### src/rtl/instr_decode_seq.sv
// Instruction register, decoder and Q1-Q4 cycle sequencer feeding alu.
// Build option: define DECODER_SLEEP_EN to add the SLEEP park state and the wake input.
module instr_decode_seq #(
    parameter int RESET_FLUSH = 1
) (
    input  logic        clock,
    input  logic        reset,
    input  logic        stall,
    input  logic [13:0] rom_data,
    input  logic        skip_req,
`ifdef DECODER_SLEEP_EN
    input  logic        wake,
`endif
    output logic        fetch,
    output logic [1:0]  phase,
    output logic [4:0]  opcode,
    output logic [9:0]  operand,
    output logic        alu_en,
    output logic        sfr_rd,
    output logic        sfr_wr,
    output logic        flush,
    output logic        illegal
);

    typedef enum logic [1:0] {Q1 = 2'd0, Q2 = 2'd1, Q3 = 2'd2, Q4 = 2'd3} phase_t;

    phase_t      state_q, state_d;
    logic        load;
    logic        flush_q, flush_d;
    logic        rd_q, wr_q, branch_q, illegal_q;
    logic [4:0]  opcode_q;
    logic [9:0]  operand_q;

    logic [4:0]  dec_opcode;
    logic [9:0]  dec_operand;
    logic        dec_illegal, dec_rd, dec_wr, dec_branch;
`ifdef DECODER_SLEEP_EN
    logic        dec_sleep;
    logic        park_q, park_d, sleep_q;
`endif

    // Decode of the word being fetched; registered into the IR fields at the Q4 edge.
    always_comb begin
        dec_opcode  = 5'd0;
        dec_operand = {2'b00, rom_data[7:0]};
        dec_illegal = 1'b0;
        dec_rd      = 1'b0;
        dec_wr      = 1'b0;
        dec_branch  = 1'b0;
`ifdef DECODER_SLEEP_EN
        dec_sleep   = 1'b0;
`endif
        case (rom_data[13:12])
            2'b00: begin
                dec_rd = 1'b1;
                dec_wr = rom_data[7];
                case (rom_data[11:8])
                    4'h0: begin
                        if (rom_data[7]) begin
                            dec_opcode = 5'd30;
                        end else begin
                            dec_rd = 1'b0;
                            if (rom_data[4:0] == 5'd0) begin
                                dec_opcode = 5'd0;
                            end else if (rom_data[6:0] == 7'h08 || rom_data[6:0] == 7'h09) begin
                                dec_opcode = 5'd3;
                                dec_branch = 1'b1;
                            end else if (rom_data[6:0] == 7'h63) begin
                                dec_opcode = 5'd0;
`ifdef DECODER_SLEEP_EN
                                dec_sleep  = 1'b1;
`endif
                            end else if (rom_data[6:0] == 7'h64) begin
                                dec_opcode = 5'd0;
                            end else begin
                                dec_illegal = 1'b1;
                                dec_operand = 10'd0;
                            end
                        end
                    end
                    4'h1: begin
                        dec_opcode = rom_data[7] ? 5'd31 : 5'd29;
                        dec_rd     = rom_data[7];
                    end
                    // SUBWF..INCFSZ occupy consecutive alu codes 11..24 in nibble order.
                    default: dec_opcode = 5'd9 + {1'b0, rom_data[11:8]};
                endcase
            end
            2'b01: begin
                dec_operand = rom_data[9:0];
                dec_rd      = 1'b1;
                dec_wr      = !rom_data[11];
                case (rom_data[11:10])
                    2'b00:   dec_opcode = 5'd4;
                    2'b01:   dec_opcode = 5'd5;
                    2'b10:   dec_opcode = 5'd6;
                    default: dec_opcode = 5'd28;
                endcase
            end
            2'b10: begin
                dec_operand = rom_data[9:0];
                dec_opcode  = rom_data[11] ? 5'd1 : 5'd2;
                dec_branch  = 1'b1;
            end
            default: begin
                casez (rom_data[11:8])
                    4'b00??: dec_opcode = 5'd7;
                    4'b01??: begin
                        dec_opcode = 5'd8;
                        dec_branch = 1'b1;
                    end
                    4'b110?: dec_opcode = 5'd9;
                    4'b111?: dec_opcode = 5'd10;
                    4'b1000: dec_opcode = 5'd25;
                    4'b1001: dec_opcode = 5'd26;
                    4'b1010: dec_opcode = 5'd27;
                    default: begin
                        dec_illegal = 1'b1;
                        dec_operand = 10'd0;
                    end
                endcase
            end
        endcase
    end

    // Sequencer next state and phase-gated strobes; stall freezes everything and drops strobes.
    always_comb begin
        state_d = state_q;
        load    = 1'b0;
        flush_d = !flush_q && (branch_q || skip_req);
`ifdef DECODER_SLEEP_EN
        park_d  = park_q;
`endif
        if (!stall) begin
`ifdef DECODER_SLEEP_EN
            if (park_q) begin
                if (wake) begin
                    state_d = Q2;
                    park_d  = 1'b0;
                end
            end else
`endif
            begin
                case (state_q)
                    Q1: state_d = Q2;
                    Q2: state_d = Q3;
                    Q3: state_d = Q4;
                    default: begin
                        state_d = Q1;
                        load    = 1'b1;
`ifdef DECODER_SLEEP_EN
                        park_d  = sleep_q;
`endif
                    end
                endcase
            end
        end

        phase   = state_q;
        opcode  = opcode_q;
        operand = operand_q;
        flush   = flush_q;
        illegal = illegal_q;
        fetch   = (state_q == Q4) && !stall;
        alu_en  = (state_q == Q3) && !stall && !flush_q;
        sfr_rd  = (state_q == Q2) && !stall && rd_q;
        sfr_wr  = (state_q == Q4) && !stall && wr_q;
    end

    // IR fields are stored already masked by the flush decision, so a flushed cycle is inert.
    always_ff @(posedge clock or posedge reset) begin
        if (reset) begin
            state_q   <= Q1;
            flush_q   <= (RESET_FLUSH != 0);
            opcode_q  <= 5'd0;
            operand_q <= 10'd0;
            illegal_q <= 1'b0;
            rd_q      <= 1'b0;
            wr_q      <= 1'b0;
            branch_q  <= 1'b0;
`ifdef DECODER_SLEEP_EN
            park_q    <= 1'b0;
            sleep_q   <= 1'b0;
`endif
        end else begin
            state_q <= state_d;
`ifdef DECODER_SLEEP_EN
            park_q  <= park_d;
`endif
            if (load) begin
                flush_q   <= flush_d;
                opcode_q  <= flush_d ? 5'd0 : dec_opcode;
                operand_q <= flush_d ? 10'd0 : dec_operand;
                illegal_q <= !flush_d && dec_illegal;
                rd_q      <= !flush_d && dec_rd;
                wr_q      <= !flush_d && dec_wr;
                branch_q  <= !flush_d && dec_branch;
`ifdef DECODER_SLEEP_EN
                sleep_q   <= !flush_d && dec_sleep;
`endif
            end
        end
    end

endmodule

### config.mk
export PLATFORM = sky130hd
export DESIGN_NAME = instr_decode_seq
export DESIGN_NICKNAME = d
export VERILOG_FILES = /design/src/rtl/instr_decode_seq.sv
export SDC_FILE = /design/constraint.sdc
export NUM_CORES = 1
export LEC_CHECK = 0
export ABC_AREA = 1
export ABC_CLOCK_PERIOD_IN_PS = 1600
export CORE_MARGIN = 3
export CORE_UTILIZATION = 50
export CTS_CLUSTER_DIAMETER = 150
export DETAILED_ROUTE_END_ITERATION = 10
export PLACE_DENSITY = 0.78
export SLEW_MARGIN = 20
export SYNTH_ARGS = -nofsm -noshare
export SYNTH_HDL_FRONTEND = slang
export SYNTH_SLANG_ARGS = --single-unit
### constraint.sdc
create_clock -name clock -period 1.6 [get_ports clock]
set_input_delay 0.4 -clock clock [delete_from_list [all_inputs] [get_ports clock]]
set_output_delay 0.4 -clock clock [all_outputs]
set_load 0.02 [all_outputs]
Word level (Yosys, flattened, before mapping) --
Cells that the tools add are included.
Word-level totals: flip-flop bits (word level) 22, latch bits 0, RAM bits 0, memory bits (read-only) 0, bits of input ports 18, output and inout bits 23, word-level logic and storage cells 91, memories kept 0
Cells by class: add/subtract/negate cells 1, multipliers 0, divide/modulo/power cells 0, magnitude comparators 0, equal/unequal tests 17, shift-type cells 0, multiplexer cells 40, bitwise gates (word level) 0, reductions and logical operators 25
Operators by type and width (number):
- $pmux W5 S7 | 1
- $pmux W5 S3 | 2
- $mux W7 | 4
- $mux W8 | 3
- $pmux W10 S2 | 1
- $mux W1 | 15
- $eq A7 B4 Y1 const B | 2
- $eq A7 B7 Y1 const B | 2
- $eq A4 B4 Y1 const B | 3
- $logic_and A1 B1 Y1 | 11
- $mux W10 | 1
- $mux W5 | 2
- $pmux W5 S2 | 1
- $eq A2 B2 Y1 const B | 4
- $mux W2 | 4
- $pmux W1 S2 | 4
- $reduce_or A7 Y1 | 1
- $eq A2 B1 Y1 const B | 3
- $eq A3 B3 Y1 const B | 2
- $logic_not A2 Y1 | 3
- $pmux W2 S3 | 1
- $add A4 B4 Y5 const A | 1
- $logic_not A5 Y1 | 1
- $eq A4 B1 Y1 const B | 1
- 6 further kinds | 10

Logic depth before layout (Yosys ltp) --
depth after elaboration 9, depth in mapped cells 10, mapped depth without buffers 10

Worst setup path before layout --
Ideal clock, no wire load.
path type flip-flop to output port, start register state_q[1] (netlist: phase[1]), end output sfr_wr, data arrival time 1.330 ns, required time 1.200 ns, path slack -0.130 ns, stages on the path, launching flop included 6, buffers on the path 2, cells stage by stage dfrtp_1 -> ha_1 -> nand2_1 -> buf_2 -> buf_4 -> nor2_1
Between the ends: cells in the longest elaborated chain, start to end 3
Ends and longest elaborated chain:
- start, declared | line 27 | phase_t state_q, state_d;
- start signal, assigned | line 186 | state_q <= state_d;
- $eq A2 B2 Y1 | line 167 | sfr_wr = (state_q == Q4) && !stall && wr_q;
- $logic_and A1 B1 Y1 (2 in series) | line 167
- end, declared | line 20 | output logic sfr_wr,
No other way between the ends.

Worst setup path in the final report --
start register state_q[1] (netlist: phase[1]), end output sfr_rd
Between the ends: cells in the longest elaborated chain, start to end 3
Ends and longest elaborated chain:
- $eq A2 B1 Y1 | line 166 | sfr_rd = (state_q == Q2) && !stall && rd_q;
- $logic_and A1 B1 Y1 (2 in series) | line 166
- end, declared | line 19 | output logic sfr_rd,
No other way between the ends.

==> summary.txt <==
Outcome
  • Run status: complete, but fails checks
  • Failing checks: negative setup slack

Die
  • Die Y-Extent: 64.28 um
  • Row count: 20
  • CORE AREA: 3153 um^2
  • Starting density of the core: 53.85%
  • Die Width: 64.28 um
  • IO Pins: 41
  • Die ar.: 4131 um^2

Worst setup path
  • Worst-path fanout max: 4
  • Req. time, crit path: 1.20 ns
  • Nature of the critical path endpoint: output pin
  • Cell family with the largest share of critical-path delay: flip-flops
  • CP cell instances: inv_2 > ha_4 > nand2_2 > nor2_2 > buf_6
  • Arrival time worst endpoint: 1.30 ns
  • CP peak stage delay: 0.48 ns
  • Startpoint types: flip-flop
  • Worst path bufs/invs: 2
  • Slowest cell on crit path: dfrtp_2
  • CP Class: reg2out

Logic synthesis
  • Mux contribution to synthesized area: 0%
  • Simple-gate portion of the synthesized area: 34.49%
  • Largest family of logic cells by synthesized area: simple AND/OR/NAND/NOR gates
  • Synth Area in Adders: 12.53%
  • Netlist cell types: 31
  • Sequential fraction of the synthesis area: 32.50%
  • Syn Inst Count: 245
  • Synth area leader: dfrtp_1
  • Post-synthesis compound-gate area fraction: 13.04%
  • Top cells by area, synth: dfrtp_1, nand2_1, ha_1
  • Avg Synthesized Cell Area: 6.930 um^2
  • Synthesized Nets: 280
  • Area share of the largest cell type after synthesis: 30.95%
  • Synth warnings: 0
  • Mapped cell area: 1698 um^2
  • Synth Register Bits: 22
  • Xor and xnor area share after synthesis: 0.5158%

Place
  • Placed Instance Area: 2450 um^2
  • GP Congestion: 0.9384
  • Detailed placer's ending HPWL: 3734 um
  • Port bufs: 40

Global route
  • M2 GR Usage: 39.82%
  • Met1 Usage GRT: 33.70%
  • Global-route wire length before repair: 8017 um
  • Gr usage total: 23.84%
  • Largest net degree at the start of global routing: 23
  • Met3 Usage GRT: 1.933%
  • Vias in the first global route: 1774
  • Initial antenna violation count: 0
  • Congestion Overflow GR: 0
  • Busiest layer in global routing: met2

CTS
  • TritonCTS buffer count: 3
  • Clock Pin Slew Worst Setup and Hold Paths: 0.12 ns
  • CTS sink cnt: 22
  • Cts hold-fix bufs: 0
  • Clock tree buffer depth: 2
  • CTS tree: built
  • H-tree levels: 1
  • Clock Latency Late Sink: 0.30 ns
  • Root buffer cell: clkbuf_4

STA
  • Slew @ Worst Pin: 0.2779 ns
  • Tcrit/Tclk final: 106.2%
  • Final slew viol count: 0
  • Max Clock Skew: 0.004082 ns
  • Final setup margin: -0.09961 ns
  • Minimum clock period: 1.700 ns
  • Hold Vio Cnt, Final: 0
  • Unrepaired setup endpoints after global routing: yes
  • Final setup fails: 5
  • Slew headroom: 81.47%
  • FMAX: 0.5884 GHz

Finish
  • Commonest cells after routing, fill and taps aside: nand2_1, buf_4, nor2_1
  • Antenna diodes: 0
  • Commonest non-fill, non-tap cell in the layout: nand2_1
  • Cell area after layout: 2581 um^2
  • Layout cells sized above 1: 28.44%
  • Final Core Density: 81.87%
  • Fin nets: 370
  • Synth-to-Final Area Change: 52.03%

Drt
  • Vias per cell: 5.161
  • DRC viols: 0
  • Avg WL per Cell: 13.63 um
  • DR pass1 iterations: 4
  • DR iter-0 viols: 215
  • Post-Route WL: 5154 um
  • Via count: 1951
  • Antenna-violating nets left: 0

Flow run
  • Maxcap violations: 0

Power
  • Leakage: 0.001420 uW
  • Maximum VDD drop: 542.1 uV
  • Cell Pwr Density: 1136 nW/um^2

Min path
  • Hold WC Path Type: in2async
[power by group]
part           total, uW  internal [uW]  switching (uW)
Clock                418            253             165
Combinational       1520            648             876
Sequential           989            806             183
Total               2930           1710            1220
[Yosys cell counts (all sizes together)]
cell type   n
o21a        1
o22ai       1
and2        2
nor2       31
inv        27
a22oi       1
or2         1
nand4       2
buf         2
nor3        3
o21ai      17
clkbuf      1
a32o        2
ha         17
a31oi       1
xor2        1
a21oi      12
a221oi      2
nand2      84
dfstp       1
nand3      15
dfrtp      21
[state kept, by name, indices dropped and copies added, names as in the netlist]
signal and count:
opcode 5, operand 10, phase 2, wr_q 1, branch_q 1, flush 1, rd_q 1, illegal 1
[cell families after synthesis]
family | after synthesis
fa+ha+maj | 17
simple gates | 138
xor+xnor | 1
compound gates | 37
buf+inv | 30
flops | 22
[metal layers]
layer	wire length, um	part of all wire, %	vias to the layer above
met3	325	6.3	4
li1	-	-	963
met4	45	0.87	0
met1	2230	43	898
met5	0	0	-
met2	2553	50	86
[per-stage QoR]
stage | std cells | power (uW) | setup TNS, ns | worst slack, ns | hold WS, ns
floorplan | 245 | 1709 | 0 | 0.03295 | 0.3883
global placement | 367 | 2426 | -9.526 | -0.5211 | 0.4632
detailed placement | 367 | 2484 | -10.08 | -0.5383 | 0.4712
CTS | 374 | 2777 | -0.2787 | -0.09535 | 0.4224
global route | 378 | 3104 | -0.9082 | -0.1574 | 0.4951
finish | 378 | 2931 | -0.3347 | -0.09961 | 0.4207
[path summary, 6_finish.rpt]
path                               to  cells past startpoint  slack, ns       start
setup reg to reg           operand[0]                     10      -0.03    phase[0]
max in group asynchronous       flush                      3       0.90       reset
min in group clock         operand[2]                      2       0.50  operand[2]
setup / recovery               sfr_rd                      5       -0.1    phase[1]
hold reg to reg            operand[2]                      2       0.50  operand[2]
hold / removal             operand[3]                      3       0.42       reset
[layout make-up]
type | instances | area [um^2]
sequential | 22 | 554.3
inverter | 27 | 103.9
tap | 44 | 55.05
clock buffer | 3 | 22.52
clock inverter | 1 | 30.03
multi-input combinational | 193 | 1102
timing repair buffer | 88 | 713.2
fill | 221 | 571.8
[repair_timing]
| action | in CTS | in global routing |
|---|---|---|
| gates resized for setup | 53 | 19 |
| setup buffers | 3 | 4 |
| hold endpoints to repair | 0 | 0 |
| endpoints found under the setup margin | 39 | 17 |
| pin swaps | 3 | 4 |
[worst register-to-register path, cell delays in order (launching register included)]
cell,delay [ns]
dfrtp_2,0.47
ha_2,0.22
nand2_4,0.09
inv_2,0.04
buf_4,0.15
o21ai_4,0.09
inv_4,0.10
nand2_4,0.11
inv_2,0.05
nand3_1,0.12
nand2_1,0.09
Note: power is estimated with default switching activity, not from simulation.
